<file path="src/rtl/pc_pkg.sv">
// Shared types and constants for the program-counter generator.
// PC_COMPRESSED_EN selects 16-bit instruction support (2-byte steps and alignment).
package pc_pkg;

  typedef enum logic [1:0] {
    PC_BOOT = 2'd0,
    PC_RUN  = 2'd1,
    PC_HALT = 2'd2
  } pc_state_e;

  localparam int PC_STEP_32 = 4;
  localparam int PC_STEP_16 = 2;

  // Low address bits that must be zero for a legal instruction address.
`ifdef PC_COMPRESSED_EN
  localparam logic [1:0] PC_ALIGN_MASK = 2'b01;
`else
  localparam logic [1:0] PC_ALIGN_MASK = 2'b11;
`endif

endpackage

</file>
<file path="src/rtl/pc_align_chk.sv">
// Combinational instruction-address alignment checker; also yields the address
// with the offending low bits cleared (used for trap vectors).
module pc_align_chk
  import pc_pkg::*;
#(
  parameter int XLEN = 32
) (
  input  logic [XLEN-1:0] addr,
  output logic            aligned,
  output logic [XLEN-1:0] aligned_addr
);

  always_comb begin
    aligned      = ((addr[1:0] & PC_ALIGN_MASK) == 2'b00);
    aligned_addr = {addr[XLEN-1:2], addr[1:0] & ~PC_ALIGN_MASK};
  end

endmodule

</file>
<file path="src/rtl/pc_gen.sv">
// Program-counter generator: sequential step, redirect, trap, stall and halt/resume
// with a fetch valid/ready handshake. PC_COMPRESSED_EN enables 2-byte stepping.
module pc_gen
  import pc_pkg::*;
#(
  parameter int              XLEN         = 32,
  parameter logic [XLEN-1:0] RESET_VECTOR = '0
) (
  input  logic            clk,
  input  logic            reset,
  input  logic            stall,
  input  logic            redirect_valid,
  input  logic [XLEN-1:0] redirect_target,
  input  logic            trap_valid,
  input  logic [XLEN-1:0] trap_target,
  input  logic            halt_req,
  input  logic            resume_req,
  input  logic            fetch_ready,
  input  logic            instr_len16,
  output logic [XLEN-1:0] curr_pc,
  output logic [XLEN-1:0] pc_plus_step,
  output logic            fetch_valid,
  output logic            halted,
  output logic            misaligned,
  output logic [XLEN-1:0] bad_addr,
  output pc_state_e       state_dbg
);

  // Fetch handshake: a request is offered while fetch_valid is high and is
  // consumed on any rising edge where fetch_ready is also high and stall is low.
  // curr_pc is held while fetch_valid && !fetch_ready, except on redirect/trap.

  pc_state_e       state, state_next;
  logic [XLEN-1:0] pc_next;
  logic            misaligned_next;
  logic [XLEN-1:0] bad_addr_next;
  logic [XLEN-1:0] step;

  logic            redir_aligned;
  logic [XLEN-1:0] redir_unused_addr;
  logic            trap_unused_aligned;
  logic [XLEN-1:0] trap_vector;

`ifdef PC_COMPRESSED_EN
  assign step = instr_len16 ? XLEN'(PC_STEP_16) : XLEN'(PC_STEP_32);
`else
  logic unused_instr_len16;
  assign unused_instr_len16 = instr_len16;
  assign step = XLEN'(PC_STEP_32);
`endif

  pc_align_chk #(.XLEN(XLEN)) u_redir_chk (
    .addr         (redirect_target),
    .aligned      (redir_aligned),
    .aligned_addr (redir_unused_addr)
  );

  pc_align_chk #(.XLEN(XLEN)) u_trap_chk (
    .addr         (trap_target),
    .aligned      (trap_unused_aligned),
    .aligned_addr (trap_vector)
  );

  assign pc_plus_step = curr_pc + step;
  assign fetch_valid  = (state == PC_RUN);
  assign halted       = (state == PC_HALT);
  assign state_dbg    = state;

  // Priority: trap > redirect (RUN only) > halt > stall > sequential.
  always_comb begin
    state_next      = state;
    pc_next         = curr_pc;
    misaligned_next = 1'b0;
    bad_addr_next   = bad_addr;
    if (trap_valid) begin
      state_next = PC_RUN;
      pc_next    = trap_vector;
    end else if (redirect_valid && state == PC_RUN) begin
      if (redir_aligned) begin
        pc_next = redirect_target;
      end else begin
        misaligned_next = 1'b1;
        bad_addr_next   = redirect_target;
      end
    end else begin
      case (state)
        PC_BOOT: state_next = PC_RUN;
        PC_RUN: begin
          if (halt_req) begin
            state_next = PC_HALT;
          end else if (fetch_ready && !stall) begin
            pc_next = pc_plus_step;
          end
        end
        PC_HALT: begin
          if (resume_req) state_next = PC_RUN;
        end
        default: state_next = PC_BOOT;
      endcase
    end
  end

  always_ff @(posedge clk) begin
    if (reset) begin
      state      <= PC_BOOT;
      curr_pc    <= RESET_VECTOR;
      misaligned <= 1'b0;
      bad_addr   <= '0;
    end else begin
      state      <= state_next;
      curr_pc    <= pc_next;
      misaligned <= misaligned_next;
      bad_addr   <= bad_addr_next;
    end
  end

endmodule

</file>
<file path="config.mk">
export PLATFORM = sky130hd
export DESIGN_NAME = pc_gen
export DESIGN_NICKNAME = d
export VERILOG_FILES = /design/src/rtl/pc_pkg.sv /design/src/rtl/pc_align_chk.sv /design/src/rtl/pc_gen.sv
export SDC_FILE = /design/constraint.sdc
export NUM_CORES = 1
export LEC_CHECK = 0
export CAP_MARGIN = 20
export CORE_ASPECT_RATIO = 0.9
export CORE_MARGIN = 2
export CORE_UTILIZATION = 42
export CTS_BUF_LIST = sky130_fd_sc_hd__clkbuf_16
export DETAILED_ROUTE_END_ITERATION = 7
export PLACE_DENSITY = 0.81
export RECOVER_POWER = 100
export SETUP_SLACK_MARGIN = 0.02
export SYNTH_ARGS = -nofsm -noshare
export SYNTH_HDL_FRONTEND = slang
export SYNTH_SLANG_ARGS = --single-unit
</file>
<file path="constraint.sdc">
create_clock -name clk -period 2.9 [get_ports clk]
set_input_delay 0.58 -clock clk [delete_from_list [all_inputs] [get_ports clk]]
set_output_delay 0.58 -clock clk [all_outputs]
set_load 0.02 [all_outputs]
</file>
Word-level counts from Yosys, hierarchy flattened
Index checks and enable logic that the tools add are counted.
{"block": "classes", "n_addsub": 1, "n_eq_ne": 11, "mux": 12, "bitwise": 3, "n_reduce_logical": 16}
{"cell": "$mux 32", "n": 6}
{"cell": "$add 32x3->32 const B", "n": 1}
{"cell": "$ne 3x3->1 const B", "n": 3}
{"cell": "$reduce_and 3->1", "n": 3}
{"cell": "$ne 2x2->1 const B", "n": 4}
{"cell": "$reduce_and 4->1", "n": 2}
{"cell": "$pmux 2 s3", "n": 1}
{"cell": "$reduce_bool 3->1", "n": 2}
{"cell": "$logic_not 2->1", "n": 2}
{"cell": "$mux 2", "n": 2}
{"cell": "$reduce_bool 2->1", "n": 2}
{"cell": "$mux 1", "n": 3}
{"cell": "$ne 3x2->1 const B", "n": 1}
{"cell": "$not 1->1", "n": 3}
{"cell": "$reduce_or 3->1", "n": 1}
{"cell": "$eq 2x1->1 const B", "n": 1}
{"cell": "$eq 2x2->1 const B", "n": 1}
{"cell": "$logic_and 1x1->1", "n": 2}
{"cell": "$ne 2x1->1 const B", "n": 1}
{"cell": "$reduce_or 2->1", "n": 1}
{"cell": "$logic_not 1->1", "n": 1}
{"block": "word_totals", "regBits": 67, "inputBits": 73, "output_inout_bits": 101, "elab_cells": 49}

Depth between registers and ports, before layout
{"block": "depth", "word_depth": 7, "mapped_depth": 7, "depth_no_buf": 6}

Modules after synthesis
Synthesis repeated with hierarchy kept, for this count alone.
{"block": "unflattened", "hier_cells": 594, "area_unflattened_um2": 4401.7}
{"mod": "pc_gen", "n_inst": 1, "cells_per_inst": 526, "area_each_um2": 3906.2, "seq_area_each_um2": 1341.3}
{"mod": "pc_align_chk", "n_inst": 2, "cells_per_inst": 34, "area_each_um2": 247.7, "seq_area_each_um2": 0.0}

Worst setup path after synthesis
Ideal clock, no wire load.
{"block": "synth_path", "path_type": "register -> output", "startpoint": "register curr_pc[2]", "endpoint": "output pc_plus_step[18]", "arrival_time_ns": 1.871, "required_ns": 2.320, "slack_ns": 0.449, "stages_incl_launch_ff": 6, "path_cell_list": "dfxtp_1 ha_1 nand3_4 or2_2 o31a_1 or2_2"}
{"block": "synth_between", "elab_chain_cells": 1}
{"item": "start, declared", "line_no": "pc_gen.sv:20", "source": "output logic [XLEN-1:0] curr_pc,"}
{"item": "start signal, assigned", "line_no": "pc_gen.sv:111", "source": "curr_pc <= pc_next;"}
{"item": "$add 32x3->32", "line_no": "pc_gen.sv:64", "source": "assign pc_plus_step = curr_pc + step;"}
{"item": "end, declared", "line_no": "pc_gen.sv:21", "source": "output logic [XLEN-1:0] pc_plus_step,"}
Every way passes these cells.

Final worst setup path
{"block": "layout_path", "startpoint": "register curr_pc[12]", "endpoint": "output pc_plus_step[18]"}
The elaborated chain is that of the path after synthesis.

==> results.md <==
* Outcome: finished clean
* Slew margin rel. at 0.510
* PwrDens at 443 nW/um^2
* Leading cell type in the layout, fill and taps excluded: nand2_1
* Worst path required time at around 2300 ps
* Final Setup Violations at 0
* First-pass GRT wire length at 21.2 mm
* Crit path cell chain: nand4_4 -> or2_4 -> o31a_1 -> or2_2 -> dlygate4sd2_1
* Largest delay share family, worst path: simple AND/OR/NAND/NOR gates
* Num ports at between 150 and 200
* Slowest cell on crit path: dfxtp_1
* R2R Path Start: state_dbg[1]
* Crit path DAT at ~2200 ps
* Pins Over Slew Limit at 0
* Clk Latency, worst-skew pair at 330 ps
* Fin nets at approximately 740
* Clk slew on worst S/H paths at about 60 ps
* Routed WL at about 14 mm
* Mapped Area at 3780 sq um
* Height of the die at between 90 and 100 um
* Drt initial violations at 311
* Critical Path End Type: output port
* Worst-case clock skew at ~4.4 ps
* Layout cell share with drive strength beyond 1 at 0.121
* Die footprint at between 9000 and 10000 sq um
* Syn avg cell area at 7.82 sq um
* Ys flop type: dfxtp_1
* Vias in the first global route at 4226
* Synth area leader: dfxtp_1
* Root Buffer: clkbuf_16
* Warning count from the yosys run at 0
* Setup crit start kind: flop
* EDFF count, synth at 0
* # rows at 32
* CTS tree: done
* CP Max Fanout at 6
* FILL cells at 749
* Num Clock Sinks at 67
* DR vias/cell at ~5.6
* Area Growth Syn to Fin at 57.3%
* Worst slew pin tran at roughly 740 ps
* Hpwl dp at about 10 mm
* Diode count at 0
* Synth area leaders: dfxtp_1 (35%), nand2_1 (8.6%), a21oi_1 (5.4%), a22oi_1 (4.0%), nor2_1 (4.0%)
* Count of state elements after synthesis at between 60 and 70
* Unrepaired setup endpoints after global routing: false
* CP startpoint: curr_pc[12]
* Final TNS setup at 0 ps
* Min cycle time layout at between 2000 and 3000 ps
* Post-synthesis sequential area ratio at 0.354
* Die X at 104 um
* Final Hold Slack at roughly 450 ps
* Buf/Inv on CP at 1
* Inserted Clock Buffers at 9
* Async S/R FF share, synth at 0
* Post-synth top area share at 0.354
* Cell variety after synth at 56
* HP Class: reg -> reg
* Pre-CTS setup slack at 65.3 ps
* Pleak at 2.47 nW
* Register area at about 1300 sq um
* Antenna-violating nets left at 0
* Setup WS post-layout at between 100 and 150 ps
* Setup Crit Path Kind: reg -> out
* Max incr delay on CP at roughly 460 ps
* Tot Pwr at roughly 2.6 mW
* Core Box Area at a little under 9000 sq um
* GRT overflow at 0
* CTS H-Tree Depth at 3
* GRT Util Overall at 0.270
* Synth Instances at between 400 and 500
* Routability cong. at 0.850
* Hold path start: bad_addr[24]
* DRC errors left at 0
* Drt first pass iters at 5
* Final Hold Vio Count at 0
* Setup Buffers After CTS at 0
* Peak Freq at between 0.3 and 0.4 GHz
* Syn Nets at 558
* VDD IR-drop max at 0.258 mV
* Final period utilization at 0.964
* Wire length per cell at between 15 and 20 um
* Maximum root-to-sink buffer count at 2
* Total of max-cap violations at 0
* Largest net degree at the start of global routing at 39
* Via count at 4380
* Multi-input logic area at ~2200 sq um
* IO Port Bufs at 170
* Initial Utilization at 0.438
* Initial antenna violation count at 0
* Most frequent cells in the layout: nand2_1 (89), dlygate4sd3_1 (79), clkdlybuf4s50_1 (67)
## final timing paths
path                 endpoint  slack, ps  depth (start not counted)
max reg2reg       curr_pc[22]        900                          5
min reg2reg      bad_addr[24]        450                          2
min              bad_addr[24]        450                          2
max          pc_plus_step[18]        100                          5
## synth_stat cells, drive strengths merged (8+ instances only)
library cell	instances
nand2	90
dfxtp	67
a21oi	41
nor2	41
a22oi	20
o21ai	20
clkbuf	19
buf	18
nor3	16
xnor2	14
nand3	13
nor2b	12
xor2	12
or2	11
a31oi	8
inv	8
o32ai	8
## repair_timing
item                                    CTS  global route
hold buffers                              0             0
endpoints found under the setup margin   17            15
gates resized for setup                  20            15
## where the power goes
group	leakage, nW	switching, mW	internal (mW)	total (mW)
combinational	1.77	0.291	0.257	0.548
clock	0.143	0.422	0.662	1.08
sequential	0.549	0.0416	0.963	1.00
## registers in the layout, indices dropped and copies added, names as in the netlist, named ones only
register / count
bad_addr: 32
curr_pc: 30
misaligned: 1
state_dbg: 2
## worst min-delay path: cells and delay by family (launching register included)
kind            cells  cell delay [ps]
compound gates      1               50
simple gates        1               50
flops               1              300
## layer usage
metal / track usage / wire length, um / vias up
met3: 0.0472 / 1010 / 31
met5: 0 / 0 / -
met1: 0.346 / 5870 / 2042
met2: 0.456 / 6520 / 217
li1: - / - / 2090
met4: 0.105 / 325 / 0
## cells by family (layout without fill, tap and decap cells)
logic type | after synthesis | count (layout) | synth area share
AND/OR/NAND/NOR | 219 | 219 | 0.307
AO/OA/AOI/OAI | 125 | 125 | 0.218
flip-flops | 67 | 67 | 0.354
buffers and inverters | 45 | 230 | 0.0549
XOR/XNOR | 26 | 26 | 0.0602
adder cells (fa/ha/maj) | 1 | 1 | 0.00331
multiplexers | 1 | 1 | 0.00265
## final cells by class
class                           instances  area share
Clock buffer                            9      0.0378
Clock inverter                          7      0.0116
Inverter                                8     0.00505
Multi-Input combinational cell        372       0.377
Sequential cell                        67       0.226
Tap cell                              119      0.0250
Timing Repair Buffer                  206       0.318
## through the flow
stage	std cells	area [sq um]	util
floorplan	484	3780	-
global placement	772	5730	0.662
detailed placement	772	5730	0.662
CTS	788	6010	0.695
global route	788	5950	0.688
finish	788	5950	0.688
(Power assumes the default switching activity.)
